**src/rtl/serial_link_pkg.sv**
```systemverilog
// Shared definitions for the serial parity link.
// Used by both the receiver and the matching transmitter.
package serial_link_pkg;

  typedef enum logic [1:0] {
    IDLE,
    DATA,
    PARITY,
    STOP
  } state_t;

  localparam logic START_BIT  = 1'b0;
  localparam logic STOP_BIT   = 1'b1;
  localparam logic IDLE_LEVEL = 1'b1;

  // Clocks per frame: start, data bits, parity, stop.
  function automatic int frame_len(input int data_w);
    return data_w + 3;
  endfunction

endpackage

```
**src/rtl/parity_accumulator.sv**
```systemverilog
// One-bit XOR accumulator with synchronous preset.
// Shared by the link receiver and transmitter.
module parity_accumulator (
  input  logic clk,
  input  logic rst,
  input  logic clear,
  input  logic preset,
  input  logic en,
  input  logic d,
  output logic par
);

  always_ff @(posedge clk) begin
    if (rst) begin
      par <= 1'b0;
    end else if (clear) begin
      par <= preset;
    end else if (en) begin
      par <= par ^ d;
    end
  end

endmodule

```
**src/rtl/serial_parity_rx.sv**
```systemverilog
// Serial parity link receiver: start, LSB-first data,
// parity, stop; one frame per DATA_W+3 clocks.
module serial_parity_rx #(
  parameter int DATA_W     = 8,
  parameter bit PARITY_ODD = 1'b0
) (
  input  logic              clk,
  input  logic              rst,
  input  logic              sin,
  output logic [DATA_W-1:0] data_out,
  output logic              valid,
  output logic              par_err,
  output logic              frame_err,
  output logic              busy
);

  import serial_link_pkg::*;

  localparam int CW = $clog2(DATA_W + 1);
  localparam logic [CW-1:0] LAST = CW'(DATA_W - 1);

  state_t              state;
  logic [CW-1:0]       cnt;
  logic [DATA_W-1:0]   sr;
  logic [DATA_W-1:0]   sr_next;
  logic                acc;
  logic                acc_clear;
  logic                acc_en;

  // Right shift so the first data bit lands in the LSB.
  if (DATA_W == 1) begin : g_sr1
    assign sr_next = sin;
  end else begin : g_srn
    assign sr_next = {sin, sr[DATA_W-1:1]};
  end

  assign acc_clear = (state == IDLE) && (sin == START_BIT);
  assign acc_en    = (state == DATA) || (state == PARITY);
  assign busy      = (state != IDLE);

  parity_accumulator u_par (
    .clk    (clk),
    .rst    (rst),
    .clear  (acc_clear),
    .preset (PARITY_ODD),
    .en     (acc_en),
    .d      (sin),
    .par    (acc)
  );

  always_ff @(posedge clk) begin
    if (rst) begin
      state     <= IDLE;
      cnt       <= '0;
      sr        <= '0;
      data_out  <= '0;
      valid     <= 1'b0;
      par_err   <= 1'b0;
      frame_err <= 1'b0;
    end else begin
      valid <= 1'b0;
      unique case (state)
        IDLE: begin
          if (sin == START_BIT) begin
            state <= DATA;
            cnt   <= '0;
          end
        end
        DATA: begin
          sr  <= sr_next;
          cnt <= cnt + CW'(1);
          if (cnt == LAST) begin
            state <= PARITY;
          end
        end
        PARITY: begin
          state <= STOP;
        end
        STOP: begin
          data_out  <= sr;
          par_err   <= acc;
          frame_err <= (sin != STOP_BIT);
          valid     <= 1'b1;
          state     <= IDLE;
        end
        default: begin
          state <= IDLE;
        end
      endcase
    end
  end

endmodule

```
**config.mk**
```make
export PLATFORM = sky130hd
export DESIGN_NAME = serial_parity_rx
export DESIGN_NICKNAME = d
export VERILOG_FILES = /design/src/rtl/serial_link_pkg.sv /design/src/rtl/parity_accumulator.sv /design/src/rtl/serial_parity_rx.sv
export SDC_FILE = /design/constraint.sdc
export NUM_CORES = 1
export LEC_CHECK = 0
export ABC_AREA = 1
export BUFFER_PORTS_ARGS = -buffer_cell sky130_fd_sc_hd__buf_4
export CELL_PAD_IN_SITES_DETAIL_PLACEMENT = 1
export CELL_PAD_IN_SITES_GLOBAL_PLACEMENT = 2
export CORE_ASPECT_RATIO = 2
export CORE_MARGIN = 2
export CORE_UTILIZATION = 28
export DETAILED_ROUTE_END_ITERATION = 12
export GPL_ROUTABILITY_DRIVEN = 0
export PLACE_DENSITY = 0.82
export SETUP_SLACK_MARGIN = 0.2
export SYNTH_ARGS = -nofsm -noshare
export SYNTH_HDL_FRONTEND = slang
export SYNTH_HIERARCHICAL = 1
export SYNTH_SLANG_ARGS = --single-unit
```
**constraint.sdc**
```tcl
create_clock -name clk -period 1.47 [get_ports clk]
set_clock_uncertainty 0.2 [all_clocks]
set_input_delay 0.294 -clock clk [delete_from_list [all_inputs] [get_ports clk]]
set_output_delay 0.294 -clock clk [all_outputs]
set_load 0.02 [all_outputs]
```
==> results of run 1 <==
## cells in the mapped netlist (all sizes together)
master / number / share of area
clkbuf: 2 / 0.011
nand2: 16 / 0.066
nor2: 40 / 0.14
buf: 2 / 0.0090
nand3: 7 / 0.032
ha: 7 / 0.079
clkinv: 1 / 0.0034
o21bai: 1 / 0.0068
dfxtp: 26 / 0.47
inv: 15 / 0.051
o21ai: 20 / 0.090
a21oi: 8 / 0.043
conb: 1 / 0.0034
## report_power, final
group          switching [mW]  total [mW]  internal, mW
combinational            1.13        2.11         0.986
clock                   0.210       0.394         0.183
sequential              0.178        1.11         0.931
## stage by stage
stage / hold WS (ns) / utilization / power (mW) / setup WS (ns)
after floorplan: 0.156 / - / 1.81 / 0.199
after global placement: 0.279 / 0.340 / 2.16 / 0.127
after detailed placement: 0.278 / 0.340 / 2.22 / 0.0785
after CTS: 0.00197 / 0.425 / 3.22 / -0.0290
after global routing: 0.0844 / 0.476 / 3.85 / -0.0938
final: 0.0901 / 0.476 / 3.62 / -0.0515
## worst max path at each step
stage,start,endpoint
3_5_place_dp,state[1],sr[2]
2_1_floorplan,state[0],cnt[0]
3_3_place_gp,state[1],cnt[0]
4_1_cts,state[1],busy
5_1_grt,state[1],busy
6_report,state[0],busy
## routing by layer
metal | vias up | global-route usage | wire (um)
li1 | 530 | - | -
met1 | 523 | 0.140 | 1150
met2 | 8 | 0.315 | 2140
met3 | 5 | 0.0210 | 39
met4 | 0 | 0.0667 | 46
met5 | - | 0 | 0
## cells in the final DEF (no fill, tap or decap), types with 2 or more instances in the layout
cell and count:
nand2_8 3, nand3_1 5, nand2_4 3, inv_1 7, clkbuf_8 3, inv_4 4, ha_2 2, dfxtp_1 14
a21oi_2 6, dlygate4sd3_1 2, nand2_2 4, nor2_2 9, o21ai_1 9, nand2_1 6, a21oi_1 2, dfxtp_4 2
buf_6 9, nor2_1 30, buf_4 24, clkinv_4 2, buf_8 2, ha_4 5, o21ai_2 11, dfxtp_2 10
## sequential cells by signal, indices dropped and copies added, names as in the netlist
name	count
valid	1
frame_err	1
par_err	1
u_par/par	1
data_out	8
cnt	4
state	2
sr	8
## repair_timing
item                       in CTS  in global routing
setup buffers                  10                  5
resized for setup              72                 40
setup endpoints to repair      27                 34
pin swaps                      14                 19
hold buffers                    0                  2
hold endpoints to repair        0                  1
gates cloned                    1                  0
## area by class of cell
type                            count  area (um^2)  share of cell area
Timing Repair Buffer               37          332               0.181
Sequential cell                    26          541               0.295
Multi-Input combinational cell    100          756               0.413
Tap cell                           51         63.8              0.0349
Inverter                           16         96.3              0.0527
Clock buffer                        3         41.3              0.0226
## cell families after synthesis
group / count (synthesis)
other cells: 1
compound gates: 29
flops: 26
buf+inv: 20
simple gates: 63
fa+ha+maj: 7
## worst max-delay path: stages (launching register included)
cell     delay, ns
dfxtp_4       0.37
inv_4         0.05
ha_4          0.17
inv_4         0.07
buf_6         0.11
==> impl_metrics.json, run 1 <==
{
  "h-tree-depth": 1,
  "placed_area_um2": 1310,
  "fin_cells": 233,
  "drt_iter0_drc": 6,
  "synth_compound_area_frac": 0.140,
  "clockBufferDepth": 2,
  "die_x_um": 48.5,
  "cts-root-buf": "clkbuf_8",
  "die-area_um2": 4500,
  "io_pins": 15,
  "critPathCaptureType": "output port",
  "finalWorstSetupSlack_ns": -0.0515,
  "io_buffers": 14,
  "r2r_setup_slack_ns": -0.02,
  "ant_nets": 0,
  "reg2reg_to": "cnt[2]",
  "yosysWarnings": 6,
  "tritoncts": "yes",
  "setup_viol_count_final": 4,
  "ir_drop_uv": 1110,
  "cts.sinks": 26,
  "fill_cells": 462,
  "clk_pin_slew_ns": 0.08,
  "p_leak_nw": 0.791,
  "grt_pass1_wl_mm": 5.22,
  "synthSimpleGateAreaFrac": 0.233,
  "status": "finished, violations left",
  "synthAdderAreaFrac": 0.0791,
  "synth_top_family_by_area": "simple AND/OR/NAND/NOR gates",
  "clk_latency_ns": 0.27,
  "drt_wl_total_mm": 3.38,
  "remaining_drc_errors": 0,
  "grt_pass1_vias": 1121,
  "required_ns": 0.98,
  "synthCells": 146,
  "cp_data_arrival_time_ns": 1.03,
  "r2r_cells": 10,
  "syn_area_um2": 1110,
  "synth_seq_cells": 26,
  "holdPathStages": 2,
  "antenna_found_initial": 0,
  "syn_avg_cell_area_um2": 7.58,
  "vias": 1066,
  "area_growth_pct": 65.2,
  "hold_path_startpoint": "sin",
  "core-area_um2": 3840,
  "report.final.slew_viol_count": 0,
  "synthMuxAreaShare": 0,
  "path_class": "reg -> out",
  "cp-start-kind": "register",
  "grt_overflow": 0,
  "start_util": 0.288,
  "drt_first_pass_iters": 4,
  "powerDensity_nw_per_um2": 1980,
  "grt_usage": 0.152,
  "period_share": 1.04,
  "num_antenna_cells": 0,
  "drive_gt1_frac": 0.582,
  "maxCapViolations": 0,
  "fin_tns_setup_ns": -0.0734,
  "path_max_fanout": 2,
  "design_area_um2": 1830,
  "violations": "setup timing",
  "cts_buffers": 3,
  "placementRows": 32,
  "placedCellCount": 212,
  "yosysUniqueCellTypes": 19,
  "rsz0062_at_grt": "true",
  "hp-class": "in -> reg",
  "ys_seq_area_frac": 0.470,
  "viasPerCell": 4.58,
  "min_period_ns": 1.52,
  "hold_viol_final": 0,
  "worstHoldEndpoint": "frame_err",
  "synth_xor_area_frac": 0,
  "nets": 194,
  "hpwl_mm": 2.09,
  "timing.fmax_mhz": 657,
  "die_h_um": 92.9,
  "post_drt_wl_per_cell_um": 14.5,
  "grt_max_degree": 16,
  "reg2reg_from": "state[0]",
  "syn_nets": 156
}
Power figures use the tool's default switching activity.
==> inputs of run 2 (changes only) <==
--- a/config.mk
+++ b/config.mk
@@ -6,12 +6,13 @@
 export NUM_CORES = 1
 export LEC_CHECK = 0
 export ABC_AREA = 1
-export BUFFER_PORTS_ARGS = -buffer_cell sky130_fd_sc_hd__buf_4
+export BUFFER_PORTS_ARGS = -buffer_cell sky130_fd_sc_hd__buf_2
 export CELL_PAD_IN_SITES_DETAIL_PLACEMENT = 1
 export CELL_PAD_IN_SITES_GLOBAL_PLACEMENT = 2
 export CORE_ASPECT_RATIO = 2
 export CORE_MARGIN = 2
 export CORE_UTILIZATION = 28
+export CTS_CLUSTER_SIZE = 28
 export DETAILED_ROUTE_END_ITERATION = 12
 export GPL_ROUTABILITY_DRIVEN = 0
 export PLACE_DENSITY = 0.82
==> run 2 against run 1 <==
  * The run still ends with setup timing left
  * First-iteration DRC count fell by 17%
  * Wire length rose by 4.6%
  * Hold slack got worse by 0.067 ns
  * Critical endpoint unchanged
  * Largest power group unchanged
==> impl_metrics.json, run 2 (synthesis gave the netlist of run 1 again) <==
{
  "status": "finished, violations left",
  "violations": "setup timing",
  "grt_max_degree": 16,
  "path_class": "reg -> out",
  "powerDensity_nw_per_um2": 1980,
  "num_antenna_cells": 0,
  "critPathCaptureType": "output port",
  "fin_tns_setup_ns": -0.0331,
  "grt_overflow": 0,
  "period_share": 1.02,
  "report.final.slew_viol_count": 0,
  "ff_latch_area_um2": 539,
  "post_drt_wl_per_cell_um": 15.2,
  "area_growth_pct": 56.4,
  "slowest_stage": "dfxtp_2",
  "clk_latency_ns": 0.27,
  "ant_nets": 0,
  "whs_ns": 0.0235,
  "grt_usage": 0.167,
  "setup_viol_count_final": 2,
  "placementRows": 32,
  "finalWorstSetupSlack_ns": -0.0311,
  "remaining_drc_errors": 0,
  "fin_cells": 232,
  "hp-class": "in -> reg",
  "p_total_mw": 3.43,
  "antenna_found_initial": 0,
  "hold_viol_final": 0,
  "io_buffers": 14,
  "core-area_um2": 3840,
  "io_pins": 15,
  "placedCellCount": 211,
  "clockBufferDepth": 2,
  "cts.sinks": 26,
  "place_ws_ns": 0.0203,
  "start_util": 0.288,
  "cp-start-kind": "register",
  "clk_pin_slew_ns": 0.09,
  "drive_gt1_frac": 0.541,
  "grt_pass1_wl_mm": 5.64,
  "rsz0062_at_grt": "true",
  "utilization": 0.451,
  "die-area_um2": 4500,
  "p_leak_nw": 0.771,
  "worst_path_largest_cell_delay_ns": 0.37,
  "timing.fmax_mhz": 666,
  "final_common_cell": "nor2_1",
  "multiInputGateArea_um2": 698,
  "min_period_ns": 1.50,
  "placed_area_um2": 1270,
  "crit_chain": "inv_4 > ha_4 > inv_4 > buf_6",
  "path_max_fanout": 3,
  "reg_top3": "data_out x8, sr x8, cnt x4",
  "drt_first_pass_iters": 3,
  "drt_wl_total_mm": 3.54,
  "ir_drop_uv": 1220,
  "final_cell_mix": "nor2_1, buf_4, dfxtp_1",
  "critPathMostFrequentCell": "inv_4",
  "tritoncts": "yes",
  "fill_cells": 472,
  "nets": 193,
  "design_area_um2": 1730,
  "h-tree-depth": 1,
  "die_h_um": 92.9,
  "cts-root-buf": "clkbuf_8",
  "grt_pass1_vias": 1186,
  "drt_iter0_drc": 5,
  "cp_data_arrival_time_ns": 1.01,
  "hpwl_mm": 2.14,
  "required_ns": 0.98,
  "maxCapViolations": 0,
  "die_x_um": 48.5,
  "vias": 1049,
  "viasPerCell": 4.52,
  "cts_buffers": 3
}
==> run 2: cell types whose count changed in the layout (fill, tap and decap cells not counted), moves of 3 or more <==
| cell | before | now |
|---|---|---|
| nand2_1 | 6 | 10 |
| buf_6 | 9 | 4 |
| buf_2 | 0 | 3 |
| nand2_8 | 3 | 0 |
| buf_4 | 24 | 27 |
| nor2_2 | 9 | 6 |
| nor2_1 | 30 | 33 |
==> run 2: path summary, 6_finish.rpt <==
check                           depth (start not counted)          end   startpoint  slack [ns]
worst max-delay path                                    4         busy     state[1]       -0.03
worst min-delay path                                    2       cnt[1]          rst        0.02
worst max register to register                          8       cnt[0]     state[0]           0
worst min register to register                          2  data_out[1]  data_out[1]        0.29
==> run 2: metal layers <==
metal / track usage / wire (um) / vias up
li1: - / - / 527
met1: 0.140 / 1200 / 504
met2: 0.359 / 2180 / 12
met3: 0.0194 / 59 / 6
met4: 0.0833 / 95 / 0
met5: 0 / 0 / -
==> run 2: final cells by class <==
class / count / area share
tap: 51 / 0.0368
clock buffer: 3 / 0.0238
multi-input combinational: 100 / 0.403
sequential: 26 / 0.311
inverter: 16 / 0.0455
timing repair buffer: 36 / 0.179
==> run 2: critical path: cells and delay by family (launching register included) <==
kind | cells | cell delay, ns
buffers and inverters | 3 | 0.20
DFF | 1 | 0.37
adders and majority gates | 1 | 0.16
==> run 2: power breakdown <==
part / switching (mW) / total, mW / internal, mW
clock network: 0.223 / 0.406 / 0.184
logic: 1.04 / 1.92 / 0.886
registers: 0.176 / 1.10 / 0.928
total: 1.43 / 3.43 / 2.00
==> run 2: timing repair <==
| action | in CTS | in global routing |
|---|---|---|
| setup buffers | 10 | 7 |
| hold buffers | 0 | 0 |
| pin swaps | 10 | 8 |
| gates resized for setup | 86 | 12 |
| setup endpoints to repair | 30 | 35 |
| cloned | 1 | 0 |
